`src/rtl/intc_cpu_responder.sv`:
```
// rtl/intc_cpu_responder.sv - CPU-side IRQ/IACK responder: takes interrupts at
// instruction boundaries, redirects fetch to the ISR and back on mret.
module intc_cpu_responder #(
  parameter int   IACK_CYCLES = 1,
  parameter logic EN_RESET    = 1'b1,
  parameter int   CNT_W       = 16
) (
  input  logic             clk,
  input  logic             rst,
  input  logic             irq,
  input  logic [31:0]      isr_addr,
  input  logic             instr_retire,
  input  logic [31:0]      pc_next,
  input  logic             mret,
  input  logic             en_we,
  input  logic             en_wdata,
  output logic             iack,
  output logic             pc_redirect,
  output logic [31:0]      redirect_addr,
  output logic [31:0]      epc,
  output logic             in_isr,
  output logic             int_enable,
  output logic [CNT_W-1:0] irq_count
);

  typedef enum logic [2:0] {
    S_IDLE,
    S_ACK,
    S_VECTOR,
    S_IN_ISR,
    S_RETURN
  } state_e;

  localparam logic [3:0] PULSE_INIT = 4'(IACK_CYCLES - 1);

  state_e            state_q, state_d;
  logic              iack_q, iack_d;
  logic              pc_redirect_q, pc_redirect_d;
  logic [31:0]       redirect_addr_q, redirect_addr_d;
  logic [31:0]       epc_q, epc_d;
  logic              in_isr_q, in_isr_d;
  logic              int_enable_q, int_enable_d;
  logic [CNT_W-1:0]  irq_count_q, irq_count_d;
  logic [31:0]       vector_q, vector_d;
  logic [3:0]        pulse_cnt_q, pulse_cnt_d;

  logic take_irq;
  logic mret_retire;
  logic ack_done;

  // The enable used to qualify a take is the registered one; a same-cycle
  // en_we only lands in int_enable_q at this edge.
  assign take_irq    = irq & int_enable_q & instr_retire & ~mret;
  assign mret_retire = instr_retire & mret;
  assign ack_done    = (pulse_cnt_q == 4'd0);

  always_ff @(posedge clk or negedge rst) begin
    if (!rst) begin
      state_q <= S_IDLE;
    end else begin
      state_q <= state_d;
    end
  end

  always_comb begin
    state_d = state_q;
    case (state_q)
      S_IDLE:   if (take_irq) state_d = S_ACK;
      S_ACK:    if (ack_done) state_d = S_VECTOR;
      S_VECTOR: state_d = S_IN_ISR;
      S_IN_ISR: if (mret_retire) state_d = S_RETURN;
      S_RETURN: state_d = S_IDLE;
      default:  state_d = S_IDLE;
    endcase
  end

  always_comb begin
    iack_d          = iack_q;
    pc_redirect_d   = pc_redirect_q;
    redirect_addr_d = redirect_addr_q;
    epc_d           = epc_q;
    in_isr_d        = in_isr_q;
    int_enable_d    = int_enable_q;
    irq_count_d     = irq_count_q;
    vector_d        = vector_q;
    pulse_cnt_d     = pulse_cnt_q;
    case (state_q)
      S_IDLE: begin
        if (en_we) int_enable_d = en_wdata;
        if (take_irq) begin
          epc_d       = pc_next;
          vector_d    = isr_addr;
          iack_d      = 1'b1;
          pulse_cnt_d = PULSE_INIT;
        end
      end
      S_ACK: begin
        if (ack_done) begin
          iack_d          = 1'b0;
          pc_redirect_d   = 1'b1;
          redirect_addr_d = vector_q;
        end else begin
          pulse_cnt_d = pulse_cnt_q - 4'd1;
        end
      end
      S_VECTOR: begin
        pc_redirect_d = 1'b0;
        in_isr_d      = 1'b1;
        int_enable_d  = 1'b0;
        if (irq_count_q != {CNT_W{1'b1}}) irq_count_d = irq_count_q + CNT_W'(1);
      end
      S_IN_ISR: begin
        if (en_we) int_enable_d = en_wdata;
        if (mret_retire) begin
          pc_redirect_d   = 1'b1;
          redirect_addr_d = epc_q;
        end
      end
      S_RETURN: begin
        pc_redirect_d = 1'b0;
        in_isr_d      = 1'b0;
        int_enable_d  = 1'b1;
      end
      default: begin
        iack_d        = 1'b0;
        pc_redirect_d = 1'b0;
      end
    endcase
  end

  always_ff @(posedge clk or negedge rst) begin
    if (!rst) begin
      iack_q          <= 1'b0;
      pc_redirect_q   <= 1'b0;
      redirect_addr_q <= 32'd0;
      epc_q           <= 32'd0;
      in_isr_q        <= 1'b0;
      int_enable_q    <= EN_RESET;
      irq_count_q     <= '0;
      vector_q        <= 32'd0;
      pulse_cnt_q     <= 4'd0;
    end else begin
      iack_q          <= iack_d;
      pc_redirect_q   <= pc_redirect_d;
      redirect_addr_q <= redirect_addr_d;
      epc_q           <= epc_d;
      in_isr_q        <= in_isr_d;
      int_enable_q    <= int_enable_d;
      irq_count_q     <= irq_count_d;
      vector_q        <= vector_d;
      pulse_cnt_q     <= pulse_cnt_d;
    end
  end

  assign iack          = iack_q;
  assign pc_redirect   = pc_redirect_q;
  assign redirect_addr = redirect_addr_q;
  assign epc           = epc_q;
  assign in_isr        = in_isr_q;
  assign int_enable    = int_enable_q;
  assign irq_count     = irq_count_q;

endmodule

```
`config.mk`:
```
export PLATFORM = sky130hd
export DESIGN_NAME = intc_cpu_responder
export DESIGN_NICKNAME = d
export VERILOG_FILES = /design/src/rtl/intc_cpu_responder.sv
export SDC_FILE = /design/constraint.sdc
export NUM_CORES = 1
export LEC_CHECK = 0
export CAP_MARGIN = 15
export CORE_ASPECT_RATIO = 2
export CORE_UTILIZATION = 40
export CTS_CLUSTER_DIAMETER = 100
export DETAILED_ROUTE_END_ITERATION = 8
export PLACE_DENSITY = 0.69
export SLEW_MARGIN = 20
export SYNTH_ARGS = -nofsm -noshare
export SYNTH_HDL_FRONTEND = slang
export SYNTH_SLANG_ARGS = --single-unit
```
`constraint.sdc`:
```
create_clock -name clk -period 2.4 [get_ports clk]
set_input_delay 0.36 -clock clk [delete_from_list [all_inputs] [get_ports clk]]
set_output_delay 0.36 -clock clk [all_outputs]
set_load 0.02 [all_outputs]
```
==> results.sh <==
export IMPL_status="finished, violations left"
export IMPL_violations="negative hold slack"
export IMPL_cts_setup_buffers=0
export IMPL_ant_nets=0
export IMPL_hold_path_class="in2async"
export IMPL_synthTopCellsByArea="dfrtp_1, mux2_2, mux2i_1, a21oi_1, nor2_1"
export IMPL_pre_cts_ws_ns=0.2440
export IMPL_cts_buffers=17
export IMPL_hold_viol_final=8
export IMPL_avgViaCountPerCell=5.145
export IMPL_timing_final_max_slew_violations=0
export IMPL_numPortBuffers=154
export IMPL_grt_first_pass_wirelength_um=19940
export IMPL_die_x_um=83.54
export IMPL_netlist_area_sq_mm=0.005319
export IMPL_rows=59
export IMPL_syn_avg_cell_area_sq_um=12.63
export IMPL_relSlewSlack_pct=55.60
export IMPL_final_cell_mix="clkdlybuf4s50_1, dfrtp_1, mux2_2"
export IMPL_final_util_pct=59.11
export IMPL_max_cap_violations=0
export IMPL_grt_usage_pct=18.66
export IMPL_setup_viol=0
export IMPL_routed_wl_um=12490
export IMPL_layout_commonest_cell="clkdlybuf4s50_1"
export IMPL_gp_congestion=0.8306
export IMPL_syn_nets=494
export IMPL_finalSetupTns_ns=0
export IMPL_p_int_uw=6837
export IMPL_drc_errors=0
export IMPL_clk_pin_slew_ns=0.06
export IMPL_grt_start_max_net_pins=51
export IMPL_power_frac_comb_pct=39.7
export IMPL_fmax_mhz=510.1
export IMPL_critPathKind="reg2reg"
export IMPL_worst_hold_slack_ns=-0.02133
export IMPL_die_area_sq_mm=0.01379
export IMPL_synth_cell_type_count=46
export IMPL_drive_gt1_share_pct=21.01
export IMPL_hpwl_um=9012
export IMPL_hold_buffers=0
export IMPL_diodes=0
export IMPL_antenna_found_initial=0
export IMPL_finalClockSkew_ns=0.006757
export IMPL_grt_pass1_vias=4035
export IMPL_yosys_area_top_type="dfrtp_1"
export IMPL_clock_latency_ns=0.40
export IMPL_yosys_warnings=0
export IMPL_dr_pass1_iters=6
export IMPL_setup_slack_ns=0.4396
export IMPL_synth_top_area_share_pct=57.40
export IMPL_clkPwrFrac_pct=25.6
export IMPL_clk_path_buf_depth=2
export IMPL_yosysSeqAreaShare_pct=57.89
export IMPL_area_growth_pct=44.39
export IMPL_num_io_pins=155
export IMPL_power_leakage_uw=0.003446
export IMPL_end_kind="register"
export IMPL_final_nets=655
export IMPL_required_ns=2.68
export IMPL_vdd_ir_drop_worst_v=0.0008397
export IMPL_cts_tree="yes"
export IMPL_p_per_area_mw_per_mm2=1358
export IMPL_rr_worst_depth=4
export IMPL_period_needed_ns=1.960
export IMPL_cp_arrival_ns=2.24
export IMPL_wl_per_cell_um=16.72
export IMPL_start_kind="register"
export IMPL_cts_root_buffer="clkbuf_16"
export IMPL_rsz0062_at_grt="false"
export IMPL_vias=3843
export IMPL_ys_seq_elements=123
export IMPL_clock_sinks=123
export IMPL_drt_iter0_drc=191
export IMPL_p_seq_share_pct=34.7
export IMPL_htree_levels=4
export IMPL_tightestPinTransition_ns=0.6660
export IMPL_grt_overflow=0
export IMPL_die_height_um=165.1
export IMPL_path_max_fanout=10
export IMPL_cts_resized=0
export IMPL_p_sw_uw=3590
export IMPL_synth_cells=421
export IMPL_initial_core_util_pct=40.94
export IMPL_period_share_pct=81.68
export IMPL_swShare_pct=34.43
export IMPL_core_area_sq_mm=0.01299
-- cell usage after synthesis (all sizes together) --
cell type and n:
a41oi 1, or4 1, o211ai 2, and4b 1
a21oi 37, or3 2, a211oi 2, nor2 44
mux2 72, o22ai 2, and3 1, ha 2
nor4 3, nor2b 1, nand3 7, or2 2
and4 1, nor4b 1, dfrtp 122, nor3 8
clkbuf 2, inv 6, nand4bb 1, or3b 2
o21a 1, dfstp 1, nand2b 2, nand4 3
nor3b 2, buf 21, nand3b 1, nand2 11
mux2i 35, nand4b 1, o31ai 1, xor2 6
o21ai 13
-- stage by stage --
stage,instances,total power (uW),area [sq um]
after CTS,747,10550,7680
after global routing,747,11010,7680
after detailed placement,715,7834,7054
final,747,10430,7680
after global placement,715,7704,7054
after floorplan,421,5931,5319
-- path summary, 6_finish.rpt --
check                              from             to  slack [ns]
setup / recovery             state_q[1]  irq_count[15]        0.44
hold / removal                      rst   irq_count[9]       -0.02
setup reg to reg             state_q[1]  irq_count[15]        0.44
hold reg to reg            vector_q[27]   vector_q[27]        0.50
max in group asynchronous           rst    vector_q[9]        1.66
min in group clk           vector_q[27]   vector_q[27]        0.50
-- logic make-up (layout without fill, tap and decap cells) --
logic type	after synthesis	in the layout	share of synthesized area [%]
flip-flops	123	123	57.89
multiplexers	107	107	21.83
AND/OR/NAND/NOR	95	95	9.739
AO/OA/AOI/OAI	59	59	6.069
buffers and inverters	29	203	3.011
XOR/XNOR	6	6	0.9880
adder cells (fa/ha/maj)	2	2	0.4704
-- critical path: stages (launching register included) --
cell and delay [ns]:
dfrtp_1 0.57, inv_4 0.10, or4_4 0.62, nor3_2 0.20, mux2_1 0.35
-- final cells by class --
cell class	instances	area, sq um
clock inverter	13	192.7
fill	1082	5313
timing repair buffer	165	1672
sequential	123	3079
clock buffer	19	432.9
tap	152	190.2
inverter	6	25.02
multi-input combinational	269	2088
-- per-layer routing --
metal | GRT usage [%] | vias to the layer above | share of wire [%]
met3 | 4.225 | 16 | 3.4
met2 | 36.74 | 98 | 60
li1 | - | 1819 | -
met4 | 7.935 | 0 | 2.2
met5 | 0 | - | 0
met1 | 18.47 | 1910 | 35
-- flip-flops by register name (all words and copies together), names as in the netlist --
name	count
iack	1
in_isr	1
state_q	3
epc	32
vector_q	32
pulse_cnt_q	4
int_enable	1
irq_count	16
redirect_addr	32
pc_redirect	1
-- power groups by stage --
stage / logic [uW] / clock network (uW) / registers [uW]
after floorplan: 1730 / 0 / 4200
after global placement: 4080 / 0 / 3620
after detailed placement: 4180 / 0 / 3650
after CTS: 4190 / 2730 / 3630
after global routing: 4440 / 2820 / 3750
final: 4140 / 2670 / 3620
Note: power is estimated with default switching activity, not from simulation.
